===== config.mk =====
export PLATFORM = sky130hd
export DESIGN_NAME = joy2quad_multi
export DESIGN_NICKNAME = d
export VERILOG_FILES = /design/src/rtl/joy2quad_multi.sv
export SDC_FILE = /design/constraint.sdc
export NUM_CORES = 1
export LEC_CHECK = 0
export CORE_MARGIN = 1
export CORE_UTILIZATION = 40
export DETAILED_ROUTE_END_ITERATION = 10
export GPL_TIMING_DRIVEN = 0
export HOLD_SLACK_MARGIN = 0.03
export MAX_ROUTING_LAYER = met4
export PLACE_DENSITY = 0.56
export SLEW_MARGIN = 5
export SYNTH_ARGS = -nofsm -noshare
export SYNTH_HDL_FRONTEND = slang
export SYNTH_SLANG_ARGS = --single-unit

===== constraint.sdc =====
create_clock -name CLK -period 3.8 [get_ports CLK]
set_clock_uncertainty 0.05 [all_clocks]
set_input_delay 0.38 -clock CLK [delete_from_list [all_inputs] [get_ports CLK]]
set_output_delay 0.38 -clock CLK [all_outputs]
set_load 0.02 [all_outputs]

===== src/rtl/joy2quad_multi.sv =====
// Multi-channel joystick-to-quadrature stepper with per-channel acceleration.
// Each channel turns a left/right request into Gray-coded A/B steps at a programmable rate.
module joy2quad_multi #(
    parameter int unsigned CHANNELS        = 2,
    parameter int unsigned DIV_W           = 16,
    parameter int unsigned ACCEL_LEVELS    = 4,
    parameter int unsigned STEPS_PER_LEVEL = 8,
    localparam int unsigned LVL_W          = (ACCEL_LEVELS > 1) ? $clog2(ACCEL_LEVELS) : 1
) (
    input  logic                      CLK,
    input  logic                      reset,
    input  logic [DIV_W-1:0]          clkdiv,
    input  logic                      accel_en,
    input  logic [CHANNELS-1:0]       left,
    input  logic [CHANNELS-1:0]       right,
    output logic [2*CHANNELS-1:0]     steer,
    output logic [CHANNELS-1:0]       moving,
    output logic [CHANNELS*LVL_W-1:0] level
);

    localparam int unsigned STEP_W = $clog2(STEPS_PER_LEVEL + 1);

    localparam logic [1:0]        DIR_IDLE  = 2'd0;
    localparam logic [1:0]        DIR_FWD   = 2'd1;
    localparam logic [1:0]        DIR_REV   = 2'd2;
    localparam logic [LVL_W-1:0]  LVL_MAX   = LVL_W'(ACCEL_LEVELS - 1);
    localparam logic [STEP_W-1:0] STEP_LAST = STEP_W'(STEPS_PER_LEVEL - 1);

    logic [1:0]        phase_q  [CHANNELS];
    logic [1:0]        phase_d  [CHANNELS];
    logic [DIV_W-1:0]  cnt_q    [CHANNELS];
    logic [DIV_W-1:0]  cnt_d    [CHANNELS];
    logic [STEP_W-1:0] steps_q  [CHANNELS];
    logic [STEP_W-1:0] steps_d  [CHANNELS];
    logic [LVL_W-1:0]  level_q  [CHANNELS];
    logic [LVL_W-1:0]  level_d  [CHANNELS];
    logic [1:0]        dir_q    [CHANNELS];
    logic [1:0]        dir_d    [CHANNELS];
    logic              moving_q [CHANNELS];
    logic              moving_d [CHANNELS];

    // Countdown reload value: max(1, div >> lvl) - 1
    function automatic logic [DIV_W-1:0] reload_val(input logic [DIV_W-1:0] div,
                                                    input logic [LVL_W-1:0] lvl);
        logic [DIV_W-1:0] p;
        p = div >> lvl;
        return (p == '0) ? '0 : p - DIV_W'(1);
    endfunction

    // One Gray step on (A,B): convert to binary index, add/subtract, convert back
    function automatic logic [1:0] gray_step(input logic [1:0] ph, input logic fwd);
        logic [1:0] idx;
        idx = {ph[1], ph[1] ^ ph[0]};
        idx = fwd ? idx + 2'd1 : idx - 2'd1;
        return {idx[1], idx[1] ^ idx[0]};
    endfunction

    always_ff @(posedge CLK or posedge reset) begin
        if (reset) begin
            for (int i = 0; i < CHANNELS; i++) begin
                phase_q[i]  <= 2'b00;
                cnt_q[i]    <= '0;
                steps_q[i]  <= '0;
                level_q[i]  <= '0;
                dir_q[i]    <= DIR_IDLE;
                moving_q[i] <= 1'b0;
            end
        end else begin
            for (int i = 0; i < CHANNELS; i++) begin
                phase_q[i]  <= phase_d[i];
                cnt_q[i]    <= cnt_d[i];
                steps_q[i]  <= steps_d[i];
                level_q[i]  <= level_d[i];
                dir_q[i]    <= dir_d[i];
                moving_q[i] <= moving_d[i];
            end
        end
    end

    always_comb begin
        for (int i = 0; i < CHANNELS; i++) begin
            phase_d[i]  = phase_q[i];
            cnt_d[i]    = cnt_q[i];
            steps_d[i]  = steps_q[i];
            level_d[i]  = level_q[i];
            moving_d[i] = 1'b0;
            if (right[i] && !left[i])      dir_d[i] = DIR_FWD;
            else if (left[i] && !right[i]) dir_d[i] = DIR_REV;
            else                           dir_d[i] = DIR_IDLE;

            if (dir_d[i] == DIR_IDLE) begin
                cnt_d[i]   = '0;
                steps_d[i] = '0;
                level_d[i] = '0;
            end else if (dir_d[i] != dir_q[i]) begin
                // New press or reversal: restart at level 0 without stepping
                steps_d[i]  = '0;
                level_d[i]  = '0;
                cnt_d[i]    = reload_val(clkdiv, '0);
                moving_d[i] = 1'b1;
            end else begin
                moving_d[i] = 1'b1;
                if (!accel_en) begin
                    steps_d[i] = '0;
                    level_d[i] = '0;
                end
                if (cnt_q[i] == '0) begin
                    phase_d[i] = gray_step(phase_q[i], dir_q[i] == DIR_FWD);
                    if (accel_en) begin
                        if (steps_q[i] == STEP_LAST) begin
                            steps_d[i] = '0;
                            if (level_q[i] != LVL_MAX) level_d[i] = level_q[i] + LVL_W'(1);
                        end else begin
                            steps_d[i] = steps_q[i] + STEP_W'(1);
                        end
                    end
                    // A level raised on this step already shortens this reload
                    cnt_d[i] = reload_val(clkdiv, level_d[i]);
                end else begin
                    cnt_d[i] = cnt_q[i] - DIV_W'(1);
                end
            end
        end
    end

    always_comb begin
        for (int i = 0; i < CHANNELS; i++) begin
            steer[2*i +: 2]         = phase_q[i];
            moving[i]               = moving_q[i];
            level[i*LVL_W +: LVL_W] = level_q[i];
        end
    end

endmodule


**After elaboration in Yosys (flattened, before gate mapping)**

Cells that the tools add are included.

- Bits in registers: 54
- Bits of input ports: 23
- Output and inout port bits: 10
- Word-level logic and storage cells: 109

- Reductions and logical operators: 17
- Shifts and indexed selects: 2
- Muxes and demuxes: 49
- Bitwise logic cells: 8
- Equality and inequality tests: 8
- Add/subtract/negate cells: 13

Operators by type and width:

| cell | number |
|---|---|
| 16-bit 2-to-1 mux | 9 |
| 16-bit zero test | 5 |
| 16-bit by 1-bit subtractor with 16-bit output (second input constant) | 5 |
| 2-bit 2-to-1 mux | 26 |
| 4-bit 2-to-1 mux | 12 |
| 16-bit by 2-bit >> shifter with 16-bit output | 2 |
| 2-bit by 1-bit adder with 2-bit output (second input constant) | 4 |
| 4-bit by 1-bit adder with 4-bit output (second input constant) | 2 |
| 4-bit by 3-bit equality test with 1-bit output (second input constant) | 2 |
| 3-bit AND reduction | 2 |
| 2-bit by 1-bit equality test with 1-bit output (second input constant) | 2 |
| 1-bit logical AND | 4 |
| 1-bit zero test | 4 |
| 2-bit zero test | 2 |
| 2-bit inequality test | 2 |
| 2-bit inequality test (second input constant) | 2 |
| 1-bit NOT | 4 |
| 2-bit by 1-bit subtractor with 2-bit output (second input constant) | 2 |
| 1-bit bitwise XOR | 4 |
| 1-bit 2-to-1 mux | 2 |

**Longest topological paths before layout**

Gate-level depths: netlist of the first run.

- Depth after elaboration: 13
- Depth in mapped cells: 17
- Depth with buffers taken out: 14

**Worst setup path after synthesis of the first run**

No wires, ideal clock.

- Path type: flip-flop to flip-flop
- From: register level_q (netlist bit level[1])
- To: register cnt_q[20] in the netlist's numbering
- Arrival time: 3730 ps
- Period minus slack after synthesis: 3918 ps
- Library setup time: 139 ps
- Data required time: 3611 ps
- Slack: -118 ps
- Path buffers: 5
- Stages on the path, launching flop included: 18
- Cell sequence: dfrtp_1 -> ha_1 -> and4bb_1 -> buf_6 -> mux2i_1 -> buf_4 -> buf_2 -> buf_2 -> o21ai_0 -> a21oi_1 -> ha_1 -> and2_1 -> a2bb2oi_1 -> nor3_1 -> a31oi_1 -> buf_2 -> a221oi_1 -> nor3_1

RTL lines:

| element | line | RTL |
|---|---|---|
| from (decl) | 35 | `logic [LVL_W-1:0] level_q [CHANNELS];` |
| from (signal, indexed assignment) | 73 | `level_q[i] <= level_d[i];` |
| to (signal, indexed assignment) | 71 | `cnt_q[i] <= cnt_d[i];` |
| to (decl) | 31 | `logic [DIV_W-1:0] cnt_q [CHANNELS];` |

==> flow_summary.json, run 1 <==
{
  "critPathBufInv": 3,
  "wl_per_cell_um": 20.0,
  "hp-class": "in2async",
  "insertion_delay_ps": 310,
  "initial_utilization": 0.412,
  "worst_pin_slew_ps": 948,
  "critPathKind": "reg2reg",
  "ys_ff_latch": 54,
  "drt_iter0_markers": 620,
  "clock_sinks": 54,
  "cts.reportedPaths.clkPinSlew_ps": 80,
  "htree_levels": 2,
  "seq_power_share": 0.362,
  "track_usage": 0.276,
  "vias_per_cell": 6.09,
  "critPathTopFamily": "compound AO/OA/AOI/OAI gates",
  "postLayoutCellArea_um2": 6780,
  "die_x_um": 122,
  "power_density_nw_per_um2": 288,
  "yosys_warnings": 0,
  "antenna_cells": 0,
  "grt_pass1_vias": 5585,
  "swShare": 0.367,
  "synth_compound_area_frac": 0.227,
  "internal_power_mw": 1.24,
  "yosys.area_share.simple": 0.246,
  "max_freq_mhz": 273,
  "route.detailed.drc": 0,
  "drt-total-wl_mm": 19.5,
  "yosysSeqAreaShare": 0.235,
  "slowest_stage": "dfrtp_1",
  "postSynth.asyncResetShare": 1.00,
  "io_pins": 33,
  "tns_ps": 0,
  "area_growth_pct": 17.7,
  "combPwrFrac": 0.357,
  "synth_top_family_by_area": "simple AND/OR/NAND/NOR gates",
  "grt_overflow": 0,
  "end_kind": "register",
  "postSynthCellCount": 747,
  "instances_no_fill": 973,
  "worstSetupStartpointType": "register",
  "clockPowerShare": 0.280,
  "synthAdderAreaFrac": 0.0348,
  "fin_crit_sh": 0.963,
  "synthFlopType": "dfrtp_1",
  "ctsRootBufferMaster": "clkbuf_16",
  "nets": 831,
  "hold_buffers": 0,
  "die-height_um": 122,
  "cpPeakStageDelay_ps": 400,
  "syn_nets": 786,
  "finalHoldViolCount": 0,
  "grt_max_degree": 33,
  "cts_tree": "yes",
  "dpl_cell_area_um2": 6300,
  "grt_first_pass_wirelength_mm": 30.6,
  "worst_ep_required_time_ps": 3960,
  "die_area_um2": 14900,
  "synth.area.mux_share": 0.0999,
  "hold_ws_ps": 396,
  "core_area_um2": 14000,
  "p_leak_nw": 2.76,
  "antenna_found_initial": 0,
  "place_inst": 956,
  "ir_drop_mv": 0.160,
  "p_switching_mw": 0.716,
  "final_core_util": 0.485,
  "crit_arrival_ps": 3810,
  "numCtsBuffers": 5,
  "period_needed_ps": 3660,
  "slew_viol_final": 0,
  "cp_cell_sequence": "ha_1 > and4bb_1 > buf_6 > mux2i_4 > buf_12 > buf_4 > o21ai_0 > a21oi_2 > ha_2 > nand2_1 > a2bb2oi_2 > nor4_1 > xor2_1 > a221oi_1 > a211oi_1",
  "layout_commonest_cell": "nand2_1",
  "synth_edf_count": 0,
  "routed-via-count": 5923,
  "gp_congestion": 0.976,
  "relSlewSlack": 0.363,
  "ant_nets": 0,
  "synth_cell_types": 71,
  "clock_path_buffers": 2,
  "syn_avg_cell_area_um2": 7.71,
  "dp_hpwl_mm": 14.8,
  "numPortBuffers": 28,
  "rsz0062_at_grt": "false",
  "max-cap-violations": 0,
  "synth_area_um2": 5760,
  "num_rows": 43,
  "setup_viol": 0,
  "drive_above_1_share": 0.116,
  "cp_max_fo": 10,
  "layout_common_cells": "nand2_1 (94), a21oi_1 (56), nor2_1 (55)",
  "firstDrtPassIters": 5,
  "synth_xor_area_frac": 0.100,
  "status": "finished clean"
}
-- worst register-to-register path: cells and delay by family (launching register included) --
| family | cells | cell delay (ps) |
|---|---|---|
| flops | 1 | 400 |
| mux | 1 | 340 |
| buf+inv | 3 | 490 |
| compound gates | 5 | 830 |
| xor+xnor | 1 | 330 |
| simple gates | 3 | 680 |
| fa+ha+maj | 2 | 430 |
-- cells in the mapped netlist (10+ instances only) --
library cell | instances | area (um2)
dfrtp_1 | 54 | 1350
nor2_1 | 56 | 210
clkbuf_1 | 35 | 131
mux2i_1 | 41 | 410
inv_1 | 16 | 60.1
nand2_1 | 94 | 353
o21ai_0 | 34 | 170
a211oi_1 | 18 | 135
a221oi_1 | 14 | 123
ha_1 | 16 | 200
mux2_2 | 10 | 113
a21oi_1 | 58 | 290
nand3b_1 | 11 | 82.6
nor3_1 | 44 | 220
xnor2_1 | 33 | 289
nand3_1 | 26 | 130
xor2_1 | 33 | 289
-- cells by family after synthesis --
logic type                 count (synthesis)
AOI/OAI and AO/OA                        193
xor gates and xnor gates                  66
adders and majority gates                 16
buffers and inverters                     72
DFF                                       54
muxes                                     54
and+or+nand+nor                          292
-- power groups by stage --
stage / clock network (mW) / logic, mW / registers, mW
after detailed placement: 0 / 0.658 / 0.718
after floorplan: 0 / 0.448 / 0.720
final: 0.547 / 0.697 / 0.707
after global placement: 0 / 0.656 / 0.713
after CTS: 0.558 / 0.683 / 0.706
after global routing: 0.576 / 0.765 / 0.717
-- layer usage --
metal / track usage / part of all wire / up-vias
li1: - / - / 2811
met1: 0.374 / 0.46 / 2810
met2: 0.424 / 0.45 / 271
met3: 0.0412 / 0.071 / 31
met4: 0.0826 / 0.023 / 0
met5: - / 0 / -
-- timing repair --
item | 4_1_cts | 5_1_grt
gates cloned | 1 | 0
setup buffers | 5 | 9
setup endpoints to repair | 32 | 28
pin swaps | 5 | 4
hold endpoints to repair | 0 | 0
gates resized for setup | 34 | 17
-- sequential cells by signal, indices dropped and copies added, names as in the netlist --
register and cells:
cnt_q 32, moving 2, steer 4, level 4, steps_q 8, dir_q 4
-- worst paths after layout --
| path | from | endpoint | slack (ps) | depth (start not counted) |
|---|---|---|---|---|
| worst min-delay path | reset | steer[3]$_DFFE_PP0P_ | 400 | 2 |
| worst max-delay path | level[0]$_DFF_PP0_ | cnt_q[24]$_DFF_PP0_ | 140 | 15 |
| worst max register to register | level[0]$_DFF_PP0_ | cnt_q[24]$_DFF_PP0_ | 140 | 15 |
| max in group asynchronous | reset | cnt_q[25]$_DFF_PP0_ | 2740 | 3 |
| worst min register to register | steer[2]$_DFFE_PP0P_ | steer[2]$_DFFE_PP0P_ | 480 | 2 |
| min in group CLK | steer[2]$_DFFE_PP0P_ | steer[2]$_DFFE_PP0P_ | 480 | 2 |
-- cell type report --
cell class                      count  area [um2]
Fill cell                        1428        7210
Inverter                           16        60.1
Buffer                             50         297
Tap cell                          180         225
Timing Repair Buffer               43         405
Sequential cell                    54        1350
Clock buffer                        6         129
Clock inverter                      2        37.5
Multi-Input combinational cell    622        4270
-- per-stage QoR --
stage | setup WS (ps) | power, mW
floorplan | 4.73 | 1.17
finish | 142 | 1.95
CTS | -6.49 | 1.95
global route | 7.08 | 2.06
detailed placement | -1170 | 1.38
global placement | -1060 | 1.37
Power figures use the tool's default switching activity.
==> run 2, diff against run 1 <==
--- a/constraint.sdc
+++ b/constraint.sdc
@@ -3,3 +3,3 @@
 set_input_delay 0.38 -clock CLK [delete_from_list [all_inputs] [get_ports CLK]]
 set_output_delay 0.38 -clock CLK [all_outputs]
-set_load 0.02 [all_outputs]
+set_load 0.05 [all_outputs]
==> flow_summary.json, run 2 (synthesis gave the netlist of run 1 again) <==
{
  "critPathTopFamily": "simple AND/OR/NAND/NOR gates",
  "power_density_nw_per_um2": 291,
  "tns_ps": 0,
  "relSlewSlack": 0.269,
  "ctsRootBufferMaster": "clkbuf_16",
  "gp_congestion": 0.953,
  "cts_tree": "yes",
  "hold_buffers": 0,
  "grt_pass1_vias": 5603,
  "clock_sinks": 54,
  "total_power_mw": 1.98,
  "p_leak_nw": 2.78,
  "r2r-end": "cnt_q[12]$_DFF_PP0_",
  "hp-class": "in2async",
  "numCtsBuffers": 5,
  "layout_common_cells": "nand2_1 (93), nor2_1 (56), a21oi_1 (56)",
  "slew_viol_final": 0,
  "grt_max_degree": 38,
  "htree_levels": 2,
  "antenna_found_initial": 0,
  "use_met3": 0.0375,
  "firstDrtPassIters": 5,
  "clock_path_buffers": 2,
  "top_regs": "cnt_q: 32 flops, steps_q: 8 flops",
  "num_rows": 43,
  "io_pins": 33,
  "cp_cell_sequence": "ha_1 > and4bb_2 > buf_6 > mux2_4 > buf_4 > o21bai_2 > nor2_1 > a21oi_2 > ha_2 > nand2_1 > o22ai_4 > nand3b_1 > or3_1 > a221oi_1 > nor3_1",
  "drt-total-wl_mm": 19.6,
  "track_usage": 0.280,
  "vias_per_cell": 6.14,
  "die_x_um": 122,
  "critPathKind": "reg2reg",
  "cpPeakStageDelay_ps": 420,
  "met2_usage": 0.411,
  "period_needed_ps": 3720,
  "grtUsageMet1": 0.394,
  "dp_slack_ps": -1010,
  "r2r-start": "level[3]$_DFF_PP0_",
  "largest_reg_flops": 32,
  "max_freq_mhz": 269,
  "crit_arrival_ps": 3840,
  "nets": 832,
  "cp_max_fo": 11,
  "cts.reportedPaths.clkPinSlew_ps": 70,
  "layout_commonest_cell": "nand2_1",
  "route.detailed.drc": 0,
  "registers.top_by_ff_count": "cnt_q",
  "drt_iter0_markers": 590,
  "worst_ep_required_time_ps": 3920,
  "die-height_um": 122,
  "fin_crit_sh": 0.978,
  "routed-via-count": 5983,
  "max-cap-violations": 0,
  "critPathBufInv": 2,
  "end_kind": "register",
  "status": "finished clean",
  "die_area_um2": 14900,
  "area_growth_pct": 18.0,
  "dp_hpwl_mm": 14.8,
  "nFillCells": 1396,
  "setup_slack_ps": 84.6,
  "ant_nets": 0,
  "rrSetupSlack_ps": 80,
  "core_area_um2": 14000,
  "grt_first_pass_wirelength_mm": 31.0,
  "grt_overflow": 0,
  "final_core_util": 0.486,
  "grt_busiest_layer": "met2",
  "hold_ws_ps": 342,
  "setup_viol": 0,
  "slowest_stage": "dfrtp_1",
  "wl_per_cell_um": 20.1,
  "antenna_cells": 0,
  "drive_above_1_share": 0.117,
  "ir_drop_mv": 0.152,
  "initial_utilization": 0.412,
  "numPortBuffers": 28,
  "worstSetupStartpointType": "register",
  "worst_pin_slew_ps": 1090,
  "insertion_delay_ps": 310,
  "r2r_cells": 15,
  "finalHoldViolCount": 0
}
[run 2: cell count changes in the layout (fill, tap and decap cells not counted), sizes merged]
cell / delta
clkbuf: +1
[run 2: through the flow]
stage	cells	cell area, um2
detailed placement	956	6320
finish	974	6800
CTS	966	6620
global placement	955	6300
global route	974	6800
floorplan	747	5800
[run 2: cell type report]
type | count | area, um2 | share of cell area
multi-input combinational | 622 | 4270 | 0.628
timing repair buffer | 43 | 409 | 0.0602
clock inverter | 2 | 37.5 | 0.00552
sequential | 54 | 1350 | 0.199
clock buffer | 6 | 129 | 0.0190
tap | 180 | 225 | 0.0331
inverter | 16 | 60.1 | 0.00884
buffer | 51 | 315 | 0.0464
[run 2: routing by layer]
metal	wire (um)	up-vias
li1	-	2818
met1	9040	2854
met2	8680	282
met3	1350	29
met4	550	0
met5	0	-
[run 2: report_power, final]
group	switching (mW)	internal (mW)
Sequential	0.0637	0.643
Clock	0.234	0.312
Combinational	0.443	0.279
Total	0.741	1.23
[run 2: how the worst max path moves through the flow]
| stage | from | to | cells past startpoint |
|---|---|---|---|
| final | level[3]$_DFF_PP0_ | cnt_q[12]$_DFF_PP0_ | 15 |
| after global routing | level[0]$_DFF_PP0_ | cnt_q[28]$_DFF_PP0_ | 15 |
| after global placement | accel_en | cnt_q[6]$_DFF_PP0_ | 16 |
| after floorplan | level[2]$_DFF_PP0_ | cnt_q[2]$_DFF_PP0_ | 16 |
| after CTS | level[2]$_DFF_PP0_ | cnt_q[2]$_DFF_PP0_ | 15 |
| after detailed placement | accel_en | cnt_q[6]$_DFF_PP0_ | 16 |
[run 2: what timing repair did]
action                                  in CTS  in global routing
pin swaps                                    5                  3
setup buffers                                5                  9
resized for setup                           28                 29
cloned                                       0                  1
endpoints found under the setup margin      32                 30
==> run 3, diff against run 2 <==
Settings changed: TNS_END_PERCENT from default to 5.
==> flow_summary.json, run 3 (synthesis gave the netlist of run 1 again) <==
{
  "critPathBufInv": 3,
  "htree_levels": 2,
  "firstDrtPassIters": 5,
  "route.detailed.drc": 0,
  "cp_max_fo": 10,
  "tns_ps": -40.1,
  "wl_per_cell_um": 20.2,
  "worst_pin_slew_ps": 963,
  "setup_slack_ps": -40.1,
  "antenna_found_initial": 0,
  "r2r_cells": 15,
  "worst_ep_required_time_ps": 3950,
  "crit_arrival_ps": 3990,
  "violations": "negative setup slack",
  "die-height_um": 122,
  "insertion_delay_ps": 310,
  "critPathTopFamily": "compound AO/OA/AOI/OAI gates",
  "ant_nets": 0,
  "dp_hpwl_mm": 14.8,
  "hold_ws_ps": 380,
  "drt_iter0_markers": 557,
  "r2r-end": "cnt_q[28]$_DFF_PP0_",
  "ir_drop_mv": 0.151,
  "end_kind": "register",
  "drt-total-wl_mm": 19.8,
  "cp_cell_sequence": "ha_1 > and4bb_1 > buf_6 > mux2i_4 > buf_12 > buf_4 > o21ai_0 > a21oi_2 > ha_2 > and2_1 > a2bb2oi_4 > or3_4 > o31a_1 > a311oi_2 > o21ai_1",
  "num_rows": 43,
  "startpoint": "level[1]$_DFF_PP0_",
  "clock_path_buffers": 2,
  "relSlewSlack": 0.353,
  "grt_first_pass_wirelength_mm": 30.4,
  "slowest_stage": "dfrtp_2",
  "nFillCells": 1430,
  "dpl_cell_area_um2": 6310,
  "layout_commonest_cell": "nand2_1",
  "grt_max_degree": 33,
  "largest_reg_flops": 32,
  "p_leak_nw": 2.82,
  "fin_crit_sh": 1.01,
  "numPortBuffers": 28,
  "finalHoldViolCount": 0,
  "gp_congestion": 0.955,
  "nets": 840,
  "routed-via-count": 6030,
  "critPathKind": "reg2reg",
  "period_needed_ps": 3840,
  "rsz0062_at_grt": "true",
  "cts_tree": "yes",
  "hold_buffers": 0,
  "registers.top_by_ff_count": "cnt_q",
  "cts.reportedPaths.clkPinSlew_ps": 80,
  "ctsRootBufferMaster": "clkbuf_16",
  "setup_viol": 1,
  "grt_pass1_vias": 5590,
  "vias_per_cell": 6.14,
  "instances_no_fill": 982,
  "top_regs": "cnt_q: 32 flops, steps_q: 8 flops",
  "status": "complete, but fails checks",
  "max_freq_mhz": 260,
  "core_area_um2": 14000,
  "io_pins": 33,
  "initial_utilization": 0.412,
  "area_growth_pct": 19.3,
  "hp-class": "in2async",
  "rrSetupSlack_ps": -40,
  "antenna_cells": 0,
  "numCtsBuffers": 5,
  "r2r-start": "level[1]$_DFF_PP0_",
  "drive_above_1_share": 0.132,
  "max-cap-violations": 0,
  "power_density_nw_per_um2": 284,
  "track_usage": 0.275,
  "final_core_util": 0.491,
  "die_area_um2": 14900,
  "slew_viol_final": 0,
  "clock_sinks": 54,
  "place_inst": 956,
  "postLayoutCellArea_um2": 6870,
  "worstSetupStartpointType": "register",
  "layout_common_cells": "nand2_1 (94), a21oi_1 (56), nor2_1 (55)",
  "grt_overflow": 0,
  "cpPeakStageDelay_ps": 440,
  "die_x_um": 122
}
[run 3: changes by cell type in the layout (fill, tap and decap cells not counted), sizes merged]
cell / previous run / this run
bufinv: 1 / 0
inv: 16 / 17
clkbuf: 37 / 36
buf: 35 / 45
a21oi: 60 / 59
[run 3: per-stage QoR]
stage / power [mW] / worst slack, ps
6_report: 1.95 / -40.1
5_1_grt: 2.05 / -145
4_1_cts: 1.92 / 0.104
3_5_place_dp: 1.41 / -1020
3_3_place_gp: 1.40 / -927
2_1_floorplan: 1.20 / -33.6
[run 3: where the power goes]
| group | total (mW) | switching (mW) | internal, mW |
|---|---|---|---|
| sequential | 0.706 | 0.0629 | 0.643 |
| combinational | 0.732 | 0.450 | 0.282 |
| clock | 0.514 | 0.248 | 0.266 |
| total | 1.95 | 0.761 | 1.19 |
[run 3: worst max-delay path by stage]
stage	slack (ps)	end	depth (start not counted)
detailed placement	-1020	cnt_q[2]$_DFF_PP0_	16
global route	-140	cnt_q[28]$_DFF_PP0_	15
global placement	-930	cnt_q[2]$_DFF_PP0_	16
floorplan	-30	cnt_q[25]$_DFF_PP0_	16
finish	-40	cnt_q[28]$_DFF_PP0_	15
CTS	0.1	cnt_q[28]$_DFF_PP0_	15
[run 3: repair_timing]
action,in CTS,in global routing
setup endpoints to repair,32,30
cloned,0,2
buffers inserted,5,16
pin swaps,3,8
resized for setup,31,25
[run 3: area by class of cell]
cell class | count | area [um2] | area share
Clock inverter | 2 | 16.3 | 0.00237
Clock buffer | 6 | 139 | 0.0202
Tap cell | 180 | 225 | 0.0328
Sequential cell | 54 | 1350 | 0.197
Buffer | 51 | 312 | 0.0453
Inverter | 16 | 60.1 | 0.00874
Multi-Input combinational cell | 621 | 4280 | 0.623
Timing Repair Buffer | 52 | 488 | 0.0710
[run 3: per-layer routing]
layer	up-vias	global-route usage	routed length, um
met4	0	0.0810	394
met1	2870	0.370	8810
met5	-	-	0
li1	2827	-	-
met3	36	0.0435	1610
met2	297	0.422	8980
